<file path="src/rtl/sap_control_sequencer.sv">
// SAP controller: T-state sequencer with opcode decode into bus strobes, ALU control and flag latch.
// Bus protocol: every strobe is level-sensitive for one T-state and acts on the rising Clk edge that ends it.
module sap_control_sequencer #(
  parameter int OPCODE_W = 4,
  parameter int T_LAST   = 5,
  localparam int SW      = $clog2(T_LAST + 1)
) (
  input  logic                Clk,
  input  logic                Reset_n,
  input  logic [OPCODE_W-1:0] Opcode,
  input  logic [1:0]          Flags,
  output logic                PcOut,
  output logic                PcInc,
  output logic                PcLoad,
  output logic                MarLoad,
  output logic                RamOut,
  output logic                RamLoad,
  output logic                IrLoad,
  output logic                IrOut,
  output logic                ALoad,
  output logic                BLoad,
  output logic                OutLoad,
  output logic                AOut,
  output logic [1:0]          Operation,
  output logic                AluStart,
  output logic                ALUOut,
  output logic [1:0]          FlagReg,
  output logic                Halted,
  output logic [SW-1:0]       State
);

  typedef enum logic [SW-1:0] {
    S_RST = SW'(0),
    S_T1  = SW'(1),
    S_T2  = SW'(2),
    S_T3  = SW'(3),
    S_T4  = SW'(4),
    S_T5  = SW'(5)
  } state_t;

  localparam logic [OPCODE_W-1:0] OP_LDA = OPCODE_W'(0);
  localparam logic [OPCODE_W-1:0] OP_ADD = OPCODE_W'(1);
  localparam logic [OPCODE_W-1:0] OP_SUB = OPCODE_W'(2);
  localparam logic [OPCODE_W-1:0] OP_INC = OPCODE_W'(3);
  localparam logic [OPCODE_W-1:0] OP_DCR = OPCODE_W'(4);
  localparam logic [OPCODE_W-1:0] OP_STA = OPCODE_W'(5);
  localparam logic [OPCODE_W-1:0] OP_LDI = OPCODE_W'(6);
  localparam logic [OPCODE_W-1:0] OP_JMP = OPCODE_W'(7);
  localparam logic [OPCODE_W-1:0] OP_JC  = OPCODE_W'(8);
  localparam logic [OPCODE_W-1:0] OP_JZ  = OPCODE_W'(9);
  localparam logic [OPCODE_W-1:0] OP_OUT = OPCODE_W'(14);
  localparam logic [OPCODE_W-1:0] OP_HLT = OPCODE_W'(15);

  state_t state, state_nx;
  logic   halt_set;

  always_ff @(posedge Clk or negedge Reset_n) begin
    if (!Reset_n) begin
      state   <= S_RST;
      FlagReg <= 2'b00;
      Halted  <= 1'b0;
    end else begin
      state <= state_nx;
      if (AluStart) FlagReg <= Flags;
      if (halt_set) Halted <= 1'b1;
    end
  end

  always_comb begin
    state_nx  = state;
    halt_set  = 1'b0;
    PcOut     = 1'b0;
    PcInc     = 1'b0;
    PcLoad    = 1'b0;
    MarLoad   = 1'b0;
    RamOut    = 1'b0;
    RamLoad   = 1'b0;
    IrLoad    = 1'b0;
    IrOut     = 1'b0;
    ALoad     = 1'b0;
    BLoad     = 1'b0;
    OutLoad   = 1'b0;
    AOut      = 1'b0;
    Operation = 2'b00;
    AluStart  = 1'b0;
    ALUOut    = 1'b0;
    if (!Halted) begin
      if (state == S_RST || state == state_t'(SW'(T_LAST))) state_nx = S_T1;
      else state_nx = state_t'(SW'(state) + SW'(1));
      case (state)
        S_T1: begin PcOut = 1'b1; MarLoad = 1'b1; end
        S_T2: begin RamOut = 1'b1; IrLoad = 1'b1; PcInc = 1'b1; end
        S_T3: begin
          case (Opcode)
            OP_LDA, OP_ADD, OP_SUB, OP_STA: begin IrOut = 1'b1; MarLoad = 1'b1; end
            OP_INC: begin Operation = 2'b10; AluStart = 1'b1; ALUOut = 1'b1; ALoad = 1'b1; end
            OP_DCR: begin Operation = 2'b11; AluStart = 1'b1; ALUOut = 1'b1; ALoad = 1'b1; end
            OP_LDI: begin IrOut = 1'b1; ALoad = 1'b1; end
            OP_JMP: begin IrOut = 1'b1; PcLoad = 1'b1; end
            // Conditional jumps look at the latched flags, never the live ALU outputs.
            OP_JC:  begin IrOut = 1'b1; PcLoad = FlagReg[0]; end
            OP_JZ:  begin IrOut = 1'b1; PcLoad = FlagReg[1]; end
            OP_OUT: begin AOut = 1'b1; OutLoad = 1'b1; end
            OP_HLT: begin halt_set = 1'b1; state_nx = state; end
            default: ;
          endcase
        end
        S_T4: begin
          case (Opcode)
            OP_LDA:         begin RamOut = 1'b1; ALoad = 1'b1; end
            OP_ADD, OP_SUB: begin RamOut = 1'b1; BLoad = 1'b1; end
            OP_STA:         begin AOut = 1'b1; RamLoad = 1'b1; end
            default: ;
          endcase
        end
        S_T5: begin
          if (Opcode == OP_ADD || Opcode == OP_SUB) begin
            Operation = (Opcode == OP_SUB) ? 2'b01 : 2'b00;
            AluStart  = 1'b1;
            ALUOut    = 1'b1;
            ALoad     = 1'b1;
          end
        end
        default: ;
      endcase
    end
  end

  assign State = SW'(state);

endmodule

</file>
<file path="config.mk">
export PLATFORM = sky130hd
export DESIGN_NAME = sap_control_sequencer
export DESIGN_NICKNAME = d
export VERILOG_FILES = /design/src/rtl/sap_control_sequencer.sv
export SDC_FILE = /design/constraint.sdc
export NUM_CORES = 1
export LEC_CHECK = 0
export ABC_AREA = 1
export CELL_PAD_IN_SITES_DETAIL_PLACEMENT = 0
export CELL_PAD_IN_SITES_GLOBAL_PLACEMENT = 1
export CORE_AREA = 2 2 44 46
export DETAILED_ROUTE_END_ITERATION = 6
export DIE_AREA = 0 0 46 48
export DONT_BUFFER_PORTS = 1
export GPL_TIMING_DRIVEN = 0
export PLACE_DENSITY_LB_ADDON = 0.1
export SYNTH_ARGS = -nofsm -noshare
export SYNTH_HDL_FRONTEND = slang
export SYNTH_SLANG_ARGS = --single-unit
</file>
<file path="constraint.sdc">
create_clock -name Clk -period 4.5 [get_ports Clk]
set_input_delay 0.45 -clock Clk [delete_from_list [all_inputs] [get_ports Clk]]
set_output_delay 0.45 -clock Clk [all_outputs]
set_load 0.03 [all_outputs]
</file>
Word level (Yosys, flattened, before mapping)

Cells that the tools add are included.

Reduce and logical (&&, ||, !) cells: 11
Shift operators: 0
Multipliers: 0
Div/mod/pow operators: 0
Eq/ne operators: 17
Add/subtract/negate cells: 1
Bitwise gates (word level): 1
Multiplexer cells: 46
Order comparisons: 0

Operator list:

| operator              | number |
|---|---|
| $mux W1               | 34 |
| $eq A4 B3 Y1 const B  | 4 |
| $eq A4 B4 Y1 const B  | 4 |
| $mux W3               | 3 |
| $eq A4 B2 Y1 const B  | 2 |
| $pmux W1 S2           | 4 |
| $pmux W2 S2           | 2 |
| $reduce_or A8 Y1      | 1 |
| $eq A3 B2 Y1 const B  | 2 |
| $eq A3 B3 Y1 const B  | 2 |
| $pmux W1 S3           | 2 |
| $reduce_or A3 Y1      | 2 |
| $eq A4 B1 Y1 const B  | 1 |
| $logic_not A4 Y1      | 1 |
| $reduce_or A2 Y1      | 2 |
| $reduce_or A4 Y1      | 1 |
| $add A3 B1 Y3 const B | 1 |
| $eq A3 B1 Y1 const B  | 1 |
| $logic_not A3 Y1      | 1 |
| $logic_or A1 B1 Y1    | 2 |
| $mux W2               | 1 |
| $ne A2 B2 Y1 const B  | 1 |
| $reduce_and A2 Y1     | 1 |
| $not A1 Y1            | 1 |

Bits of input ports: 8
Bits in registers: 6
Bits in latches: 0
ROM bits: 0
Memories kept: 0
Word-level logic and storage cells: 79
Output and inout port bits: 22
Bits in writable memories: 0

Logic depth before layout (Yosys ltp)

Gate-level depths: netlist of run 1.

Depth in word-level cells: 5
Depth in mapped cells: 9
Gate-level depth less buffers: 9

Least setup slack after synthesis of run 1

OpenSTA, ideal clock, no wires.

Path kind: register to output
Start: register state[0] (netlist: State[0])
End: output port AOut
Data arrival time: 1.775 ns
Stages on the path, launching flop included: 7
Slack: 2.275 ns
Buffers on the path: 0
Required time: 4.050 ns
Cell sequence: dfrtp_1 -> ha_1 -> ha_1 -> inv_1 -> nor2_1 -> nand2_1 -> a21oi_1

Longest elaborated chain between the ends: 3
Elaborated cells on any way between the ends: 4
Classes of those cells: eq/ne (2); mux (2)

RTL lines:

| item                                         | RTL line | RTL |
|---|---|---|
| from (decl)                                  | 54       | `state_t state, state_nx;` |
| from (signal assigned)                       | 63       | `state <= state_nx;` |
| $eq A3 B3 Y1 or $eq A3 B2 Y1 (tied branches) | 90       | `case (state)` |
| $pmux W1 S2 *                                | 90       |  |
| $mux W1 *                                    | 87       | `if (!Halted) begin` |
| to (decl)                                    | 23       | `output logic AOut,` |

Every way passes the cells marked *; elsewhere a longest branch is shown, timed or not.

Final worst setup path of run 1

Same ends and word-level chain as after synthesis.

==> run metrics, run 1 <==
count of different cell masters after synthesis 23; first-pass GRT wire length 2.62 mm; Rows 15; non-filler cells, final 134; Fillers 196; clock group share of total power 0.106; syn nets approximately 130; Total Power approximately 0.00043 W; Max clock buf depth 2; Rel. slew slack 0.402; antenna violations before repair 0; clk_skew 0.00161 ns; Via density around 5.1; Vias 682; Min-Delay Path Class input pin to flip-flop; number of global-route vias before repair roughly 640; commonest non-fill, non-tap cells in the layout 28 x nand2_1, 15 x inv_1, 15 x nor2_1; Post-DRT Antenna Nets 0; r2r setup slk 2.69 ns; setup TNS 0 ns; io pins 30; final hold viol count 0; Setup CP Type flip-flop to output port; Critical Path Start State[0]; H-tree level count 1; crit path launch type flip-flop; CTS Root Cell clkbuf_4; sequential cell fraction of total power 0.332; Net Sw Frac 0.590; initial drt markers 16; end point of the critical path AOut; register area share after synthesis 0.215; Tmin final around 2.7 ns; Area Overhead vs Synth 7.72%; share of layout cells above drive strength 1 0.171; Initial Util 0.413; Slew @ Worst Pin 0.890 ns; GR Util All Layers 0.167; CTS tree built; RSZ-0062 raised after global routing no; Reg-to-Reg Start State[0]; period utilisation layout 0.590; Die W 46 microns; area of the die 2210 sq um; Pre-antenna DRT Iters 4; final setup violation count 0; fmax 377 MHz; Arr. time, crit path 2.20 ns; ant diodes 0; CORE AREA 1690 sq um; largest net degree at the start of global routing 11; die height 48 microns; R2R Path End State[2]; PD cells 574 nW/um^2; max_cap viols 0; maximum vdd drop 342 uV; Routed WL ~1.6 mm; clk sinks 6; cts bufs inserted 3; Static Leak 0.416 nW; Reg2Reg Depth 7; syn avg cell area 6.17 sq um; CTS clk-pin slew, worst paths 0.04 ns; Post-Syn Instances 113; CP endpoint kind output port; final net count 132; Final Slew Violations 0; register bit total from synthesis 6; YS warnings 0; commonest non-fill, non-tap cell in the layout nand2_1; final setup margin about 1.8 ns; outcome finished clean; HPWL Detailed between 1 and 1.5 mm; Clk Latency, worst-skew pair about 0.23 ns; I/O Buffers 0; Remaining Overflow, GRT 0; Comb pwr share 0.562; CP Max Fanout 5; GP Congestion 0.790; NetSw 0.000254 W; dpl cells 130; Critical Path RT 4.05 ns; WL/cell 12.2 microns; Setup WS pre-CTS 2.09 ns; Mapped Area 697 sq um; DRC Markers 0; Post-CTS Setup Inserts 0; internal power 0.000176 W
## routing by layer
metal  vias to the layer above  wire length, microns  GRT usage
met3                         0                   150     0.0377
met1                       297                   701      0.217
li1                        364                     -          -
met4                         0                     0     0.0514
met5                         -                     0          0
met2                        21                   777      0.275
## state kept, by name, indices dropped and copies added, names as in the netlist
| signal | count |
|---|---|
| State | 3 |
| Halted | 1 |
| FlagReg | 2 |
## stage by stage
step	util	cell area (sq um)	hold WS, ns
final	0.444	751	0.367
after CTS	0.444	751	0.361
after detailed placement	0.425	718	0.155
after floorplan	-	697	0.154
after global routing	0.444	751	0.358
after global placement	0.425	718	0.155
## critical path: stages (launching register included)
cell	delay [ns]
dfrtp_1	0.58
ha_1	0.25
ha_1	0.23
inv_1	0.10
nor2_1	0.18
nand2_1	0.11
a21oi_1	0.52
## kinds of logic after synthesis
logic type,Yosys count,share of synthesized area
and+or+nand+nor,68,0.447
buffers and inverters,22,0.145
AOI/OAI and AO/OA,12,0.102
DFF,6,0.215
adders and majority gates,5,0.0898
## layout make-up
type | instances | area [sq um] | share of cell area
Inverter | 18 | 67.6 | 0.0900
Timing Repair Buffer | 1 | 10.0 | 0.0133
Tap cell | 17 | 21.3 | 0.0283
Sequential cell | 6 | 150 | 0.200
Clock buffer | 3 | 22.5 | 0.0300
Multi-Input combinational cell | 85 | 445 | 0.593
Buffer | 4 | 33.8 | 0.0450
## power by group through the flow
stage	Clock [W]	Sequential, W	Combinational [W]
final	0.0000458	0.000143	0.000242
after global routing	0.0000525	0.000147	0.000273
after CTS	0.0000481	0.000144	0.000243
after detailed placement	0	0.000145	0.000241
after global placement	0	0.000144	0.000239
after floorplan	0	0.000137	0.000202
## Yosys cell counts
library cell,count,area [sq um]
nor3_1,2,10.0
nor2_1,15,56.3
nand2_1,28,105
nand3b_1,1,7.51
ha_1,5,62.6
nand2_2,3,18.8
nor2_4,1,11.3
dfrtp_1,6,150
o21ai_1,1,5.00
o22ai_1,2,12.5
a21oi_2,1,8.76
nand3_1,11,55.1
a21oi_1,3,15.0
buf_4,3,22.5
nand3_2,1,10.0
nand4_1,2,12.5
buf_6,1,11.3
nor2_2,4,25.0
inv_2,3,11.3
inv_1,15,56.3
o21a_1,1,7.51
o21bai_1,1,7.51
o21ai_0,3,15.0
## timing repair
action | CTS | global route
gates resized for setup | 0 | 0
endpoints found under the hold margin | 6 | 0
hold buffers | 1 | 0
## worst min-delay path by stage
| stage | start | endpoint | cells past startpoint |
|---|---|---|---|
| final | Flags[1] | FlagReg[1] | 2 |
| after global routing | Flags[0] | FlagReg[0] | 2 |
| after CTS | Flags[0] | FlagReg[0] | 2 |
| after detailed placement | Reset_n | FlagReg[0] | 0 |
| after global placement | Reset_n | FlagReg[0] | 0 |
| after floorplan | Reset_n | FlagReg[0] | 0 |
Power figures use the tool's default switching activity.
==> inputs of run 2 (changes only) <==
Settings changed: CORE_AREA 2 2 44 46 to 2 2 47 49, DIE_AREA 0 0 46 48 to 0 0 49 51.
Clock period 4.5 ns to 2.2 ns, I/O delays scaled along.
==> run metrics, run 2 (same netlist as run 1, synthesis figures left out) <==
met1 usage 0.182; cell family with most CP delay flip-flops; commonest non-fill, non-tap cell in the layout nand2_1; CTS tree built; die height roughly 51 microns; final hold viol count 0; CP endpoint kind output port; GR Util All Layers 0.151; M3 GR Usage 0.0468; final setup margin 0.117 ns; number of global-route vias before repair 646; Reg2Reg Depth 7; Die W 49 microns; multi-input logic area 509 sq um; Tmin final between 2 and 2.5 ns; Final Util 0.403; Total Power 0.000931 W; commonest non-fill, non-tap cells in the layout 25 x nand2_1, 15 x inv_1, 12 x nor2_1; Slew @ Worst Pin 0.672 ns; share of layout cells above drive strength 1 0.299; r2r setup slk 0.48 ns; Post-CTS Setup Inserts 0; Initial Util 0.338; Setup WS pre-CTS -0.0354 ns; Area Overhead vs Synth 19.4%; CTS Root Cell clkbuf_4; Static Leak 0.415 nW; fmax 480 MHz; GP Congestion 0.805; Critical Path Start State[0]; H-tree level count 1; CP Max Fanout 5; Final Slew Violations 0; first-pass GRT wire length 2.88 mm; Clk Latency, worst-skew pair 0.24 ns; Remaining Overflow, GRT 0; Min-Delay Path Class input pin to flip-flop; crit path launch type flip-flop; Fillers 243; Setup CP Type flip-flop to output port; initial drt markers 15; CORE AREA between 2000 and 2500 sq um; max_cap viols 0; maximum vdd drop 745 uV; hold path start Flags[0]; Via density 4.88; CTS clk-pin slew, worst paths 0.04 ns; HPWL Detailed 1.48 mm; Max clock buf depth 2; storage element area 154 sq um; period utilisation layout 0.947; Rel. slew slack 0.559; final net count approximately 130; Critical Path RT 1.98 ns; clk sinks 6; Cell Chain, Critical Path ha_1 > ha_2 > inv_1 > nor2_2 > nand2_2 > a21oi_4; area of the die 2500 sq um; Largest register FFs 3; PD cells 1120 nW/um^2; final setup violation count 0; Arr. time, crit path approximately 1.9 ns; Vias 707; hold depth 2; Post-DRT Antenna Nets 0; WL/cell between 10 and 15 microns; antenna violations before repair 0; largest net degree at the start of global routing 11; clk_skew 0.00212 ns; layer with the highest usage met2; CP max stage delay 0.49 ns; DRC Markers 0; ant diodes 0; RSZ-0062 raised after global routing no; cts bufs inserted 3; Pre-antenna DRT Iters 4; WP buf/inv 1; Hold Worst Slack 0.120 ns; io pins 30; I/O Buffers 0; outcome finished clean; Hold Crit Endpoint FlagReg[0]; Routed WL 1.73 mm; slowest CP cell dfrtp_2; met2 usage 0.237; Rows 17; Reg-to-Reg Start State[0]; R2R Path End State[2]
## run 2: cell counts in the layout (fill, tap and decap cells not counted)
Identical to the previous run, type by type.
## run 2: area by class of cell
type,instances,area share
clock buffers,3,0.0271
repair buffers,1,0.0120
multi-input cells,85,0.612
flip-flops and latches,6,0.185
inverters,18,0.0812
well taps,28,0.0421
plain buffers,4,0.0406
## run 2: worst max-delay path by stage
stage / end / slack (ns) / cells after the start
floorplan: AOut / 0.20 / 6
global placement: AOut / -0.04 / 6
detailed placement: AOut / -0.04 / 6
CTS: OutLoad / -0.01 / 6
global route: AluStart / 0.02 / 9
finish: AOut / 0.12 / 6
## run 2: timing repair
action                                  in CTS  in global routing
endpoints found under the hold margin        6                  0
hold buffers                                 1                  0
resized for setup                           10                  9
pin swaps                                    0                  1
endpoints found under the setup margin       7                  4
## run 2: metrics by stage
step / TNS [ns] / cell area, sq um / std cells
2_1_floorplan: 0 / 697 / 113
3_3_place_gp: -0.0425 / 732 / 141
3_5_place_dp: -0.0354 / 732 / 141
4_1_cts: -0.0132 / 801 / 145
5_1_grt: 0 / 832 / 145
6_report: 0 / 832 / 145
## run 2: where the power goes
group | switching, W | internal (W)
Clock | 0.0000363 | 0.0000615
Sequential | 0.000135 | 0.000160
Combinational | 0.000380 | 0.000158
## run 2: routing by layer
metal	part of all wire	up-vias	wire, microns
met3	0.050	0	87
li1	-	367	-
met1	0.47	325	819
met4	0	0	0
met2	0.48	15	827
met5	0	-	0
